[config.mk]
export PLATFORM = sky130hd
export DESIGN_NAME = cmos_capture_data
export DESIGN_NICKNAME = d
export VERILOG_FILES = /design/src/rtl/cmos_capture_data.sv
export SDC_FILE = /design/constraint.sdc
export NUM_CORES = 1
export LEC_CHECK = 0
export ABC_AREA = 1
export ABC_CLOCK_PERIOD_IN_PS = 5300
export BUFFER_PORTS_ARGS = -buffer_cell sky130_fd_sc_hd__clkbuf_2
export CAP_MARGIN = 20
export CORE_AREA = 3 3 85 96
export DETAILED_ROUTE_END_ITERATION = 16
export DIE_AREA = 0 0 88 99
export HOLD_SLACK_MARGIN = 0.06
export PLACE_DENSITY = 0.78
export SETUP_SLACK_MARGIN = 0.2
export SYNTH_ARGS = -nofsm -noshare
export SYNTH_HDL_FRONTEND = slang
export SYNTH_SLANG_ARGS = --single-unit
[constraint.sdc]
create_clock -name clk -period 5.3 [get_ports clk]
set_clock_uncertainty 0.2 [all_clocks]
set_input_delay 0.795 -clock clk [delete_from_list [all_inputs] [get_ports clk]]
set_output_delay 0.795 -clock clk [all_outputs]
set_load 0.02 [all_outputs]
[src/rtl/cmos_capture_data.sv]
// OV5640 DVP capture: holds off output for WAIT_FRAME frames, packs byte pairs into RGB565
// words, regenerates frame timing for the frame buffer and checks line/frame geometry.
module cmos_capture_data #(
  parameter int WAIT_FRAME = 10
) (
  input  logic        clk,
  input  logic        rst,
  input  logic        capture_start,
  input  logic [12:0] cmos_h_pixel,
  input  logic [12:0] cmos_v_pixel,
  input  logic        cam_vsync,
  input  logic        cam_href,
  input  logic [7:0]  cam_data,
  output logic        cmos_frame_vsync,
  output logic        cmos_frame_href,
  output logic        cmos_frame_valid,
  output logic [15:0] cmos_frame_data,
  output logic        frame_en,
  output logic        line_err,
  output logic        frame_err
);

  localparam logic [7:0]  WAIT_CNT = 8'(WAIT_FRAME);
  localparam logic [12:0] CNT_MAX  = 13'h1fff;

  logic        r_vsync_d0, r_vsync_d1;
  logic        r_href_d0, r_href_d1;
  logic [7:0]  r_data_d0;
  logic [7:0]  r_wait_cnt;
  logic        r_frame_en;
  logic        r_byte_flag;
  logic [7:0]  r_hi_byte;
  logic [15:0] r_pix_data;
  logic        r_valid;
  logic [12:0] r_h_cnt;
  logic [12:0] r_v_cnt;
  logic        r_line_err;
  logic        r_frame_err;

  logic        w_vs_pos;
  logic        w_hr_neg;
  logic        w_pack_en;
  logic [12:0] w_h_total;
  logic        w_line_bad;

  assign w_vs_pos  = r_vsync_d0 & ~r_vsync_d1;
  assign w_hr_neg  = ~r_href_d0 & r_href_d1;
  assign w_pack_en = r_href_d0 & ~r_vsync_d0;

  // The last word of a line is still in r_valid when hr_neg fires, so fold it into the compare.
  always_comb begin
    w_h_total = r_h_cnt;
    if (r_valid && (r_h_cnt != CNT_MAX)) begin
      w_h_total = r_h_cnt + 13'd1;
    end
    w_line_bad = (w_h_total != cmos_h_pixel) || r_byte_flag;
  end

  always_ff @(posedge clk) begin
    if (rst) begin
      r_vsync_d0 <= 1'b0;
      r_vsync_d1 <= 1'b0;
      r_href_d0  <= 1'b0;
      r_href_d1  <= 1'b0;
      r_data_d0  <= 8'd0;
    end else begin
      r_vsync_d0 <= cam_vsync;
      r_vsync_d1 <= r_vsync_d0;
      r_href_d0  <= cam_href;
      r_href_d1  <= r_href_d0;
      r_data_d0  <= cam_data;
    end
  end

  // Enable only ever rises during vsync, so the first live frame is always whole.
  always_ff @(posedge clk) begin
    if (rst || !capture_start) begin
      r_wait_cnt <= 8'd0;
      r_frame_en <= 1'b0;
    end else begin
      if (w_vs_pos && (r_wait_cnt < WAIT_CNT)) begin
        r_wait_cnt <= r_wait_cnt + 8'd1;
      end
      if (r_wait_cnt == WAIT_CNT) begin
        r_frame_en <= 1'b1;
      end
    end
  end

  always_ff @(posedge clk) begin
    if (rst) begin
      r_byte_flag <= 1'b0;
      r_hi_byte   <= 8'd0;
      r_pix_data  <= 16'd0;
      r_valid     <= 1'b0;
    end else begin
      r_valid <= 1'b0;
      if (w_pack_en) begin
        r_byte_flag <= ~r_byte_flag;
        if (!r_byte_flag) begin
          r_hi_byte <= r_data_d0;
        end else begin
          r_pix_data <= {r_hi_byte, r_data_d0};
          r_valid    <= 1'b1;
        end
      end else begin
        r_byte_flag <= 1'b0;
      end
    end
  end

  always_ff @(posedge clk) begin
    if (rst) begin
      r_h_cnt <= 13'd0;
    end else if (w_hr_neg) begin
      r_h_cnt <= 13'd0;
    end else if (r_valid && (r_h_cnt != CNT_MAX)) begin
      r_h_cnt <= r_h_cnt + 13'd1;
    end
  end

  // vs_pos clears after any coincident line check, so a line ending on vs_pos leaves v_cnt at 0.
  always_ff @(posedge clk) begin
    if (rst) begin
      r_v_cnt     <= 13'd0;
      r_line_err  <= 1'b0;
      r_frame_err <= 1'b0;
    end else begin
      r_frame_err <= w_vs_pos && r_frame_en && (r_v_cnt != cmos_v_pixel);
      if (w_vs_pos) begin
        r_v_cnt    <= 13'd0;
        r_line_err <= 1'b0;
      end else if (w_hr_neg) begin
        if (r_v_cnt != CNT_MAX) begin
          r_v_cnt <= r_v_cnt + 13'd1;
        end
        if (w_line_bad) begin
          r_line_err <= 1'b1;
        end
      end
    end
  end

  assign cmos_frame_vsync = r_vsync_d1 & r_frame_en;
  assign cmos_frame_href  = r_href_d1 & r_frame_en;
  assign cmos_frame_valid = r_valid & r_frame_en;
  assign cmos_frame_data  = r_frame_en ? r_pix_data : 16'd0;
  assign frame_en         = r_frame_en;
  assign line_err         = r_line_err;
  assign frame_err        = r_frame_err;

endmodule

==> summary.md <==
| Metric | Value |
|---|---|
| Avg Cell Area, Syn | just under 7 sq um |
| PwrDens | 264 nW/um^2 |
| Syn Nets | 568 |
| Vias/cell | 4.74 |
| Cts-stage hold buffer count | 0 |
| Max FO, Critical Path | 21 |
| Worst-case clock buffer depth | 2 |
| Post_cts resized | 0 |
| Mapped Cells | ~530 |
| Die width | 88 um |
| CTS HTree Levels | 3 |
| Num Clock Sinks | 75 |
| Yosys warning total | 0 |
| Post-placement cell area | 3950 sq um |
| Relative slew slack | 32.8% |
| Most common cell after layout, fill and taps aside | inv_1 |
| RSZ-0062 raised after global routing | no |
| GRT overflow | 0 |
| Rows | 33 |
| Reg clk slew, reported paths | about 0.08 ns |
| Post-synth top area share | between 40% and 50% |
| Core ar. | 7310 sq um |
| Slowest cell on crit path | dfxtp_1 |
| Number of CTS-inserted buffers | 9 |
| CP endpoint kind | primary output |
| Max_cap viols | 0 |
| Final hold violation count | 0 |
| P_leak | 1.96 nW |
| WS Path Type | reg -> out |
| Total power | 0.00110 W |
| Initial antenna violation count | 0 |
| Final wirelength | slightly above 7000 um |
| Drt wl/cell | 10.7 um |
| DP HPWL | 5520 um |
| Final setup fails | 0 |
| Most frequent cells in the layout | 110 x inv_1, 109 x nand2_1, 75 x dfxtp_1, 60 x clkbuf_2, 51 x nor2_1 |
| Die H | 99 um |
| Outcome | complete, no violations |
| Crit path cell chain | nand2_1, inv_1, clkbuf_2 |
| Area leader, netlist | dfxtp_1 |
| CP required | 4.30 ns |
| Worst-skew pair later-pin latency | approximately 0.34 ns |
| ANT nets after route | 0 |
| Die area | 8710 sq um |
| IO Port Bufs | 60 |
| Mapped Area | between 3000 and 4000 sq um |
| 1st-iter DRT viols | approximately 130 |
| Nets | ~630 |
| Layout cells sized above 1 | ~16% |
| CP Data Arrival Time | between 1 and 1.5 ns |
| Worst Setup Start Kind | flip-flop |
| Slew @ Worst Pin | 1.00 ns |
| Worst reg2reg path depth | 16 |
| Max incr delay on CP | 0.75 ns |
| Post-synthesis sequential area ratio | 41.7% |
| All-Layer GR Usage | ~18% |
| DR vias | 3,192 |
| #FFs+latches synth | 75 |
| First-pass GRT wire length | 12,700 um |
| Tcrit/Tclk final | 46.9% |
| VDD IR max | 0.141 mV |
| Worst min path class | reg -> reg |
| DRT Pass-1 Iters | 4 |
| Area contributors post-synth | dfxtp_1 42%, inv_1 11%, nand2_1 11%, a21oi_1 6.1%, nor2_1 5.3% |
| Area added between synthesis and finish | 15.5% |
| Cell variety after synth | 35 |
| Buffers inserted by post-CTS timing repair | 0 |
| Vias in the first global route | 3,082 |
| GPL Wtd Cong | 0.897 |
| Hold WS | 0.232 ns |
| Hold depth | 2 |
| Cell area after layout | approximately 4200 sq um |
| CTS tree | yes |
| Fmax | slightly above 400 MHz |
| IO Count | 61 |
| Final Max Tran Viols | 0 |
| Largest net degree at the start of global routing | 34 |
| Fin crit period | 2.48 ns |
| Antenna Diode Count | 0 |
| Initial Util | 49.3% |
| Clock root cell | clkbuf_8 |
| Setup TNS | 0 ns |
| DRC Markers | 0 |
-- where the power goes --
part,leakage (nW),switching [W],total (W),internal (W)
sequential,0.609,0.00000648,0.000582,0.000575
clock,0.106,0.000207,0.000451,0.000245
combinational,1.25,0.0000393,0.0000671,0.0000278
-- state kept, by name, indices dropped and copies added, names as in the netlist --
signal       count
r_vsync_d1       1
frame_err        1
r_byte_flag      1
r_h_cnt         13
r_vsync_d0       1
r_href_d0        1
r_data_d0        8
r_hi_byte        8
r_v_cnt         13
line_err         1
r_valid          1
frame_en         1
r_pix_data      16
r_href_d1        1
r_wait_cnt       8
-- kinds of logic after synthesis --
family / after synthesis / synth area share, %
buffers and inverters: 125 / 13.3
flip-flops: 75 / 41.7
XOR/XNOR: 14 / 3.61
AO/OA/AOI/OAI: 82 / 11.9
adder cells (fa/ha/maj): 4 / 1.39
AND/OR/NAND/NOR: 225 / 28.2
-- final timing paths --
check / start / end / slack (ns)
setup / recovery: frame_en / cmos_frame_vsync / 2.82
hold / removal: r_wait_cnt[5] / r_wait_cnt[5] / 0.23
setup reg to reg: r_h_cnt[0] / line_err / 3.02
hold reg to reg: r_wait_cnt[5] / r_wait_cnt[5] / 0.23
-- cell type report --
class	instances	area [sq um]
clock inverters	5	60.1
fillers	698	3150
inverters	111	417
multi-input cells	325	1620
clock buffers	11	151
well taps	87	109
repair buffers	60	300
flip-flops and latches	75	1500
-- cells in the mapped netlist, drive strengths merged --
cell and n:
inv 111, xnor2 10, xor2 4, nand3 34, nor3b 1, o21ai 32, dfxtp 75, nand2 111
clkbuf 11, o211ai 1, nand4 5, nor3 5, or2 3, buf 3, nor4 3, ha 4
a211oi 2, o21a 1, nand3b 7, o211a 1, and2 1, nor2 55, a21oi 45
-- critical path, delay by kind of cell, from the launching register on --
family,cells,cell delay (ns)
flip-flops,1,0.75
buffers and inverters,2,0.26
AND/OR/NAND/NOR,1,0.13
-- through the flow --
stage               instances  setup slack, ns  utilization (%)
finish                    674             2.82             57.0
floorplan                 525             3.33                -
global route              674             2.63             57.0
detailed placement        658             2.83             54.1
CTS                       674             2.75             57.0
global placement          658             2.90             54.1
-- metal layers --
layer / global-route usage [%] / part of all wire, % / up-vias
met2: 30.4 / 47 / 54
met4: 8.38 / 2.4 / 0
met1: 22.4 / 47 / 1390
li1: - / - / 1733
met3: 3.85 / 3.7 / 15
met5: 0 / 0 / -
No activity file was read; power rests on OpenSTA's default activity.
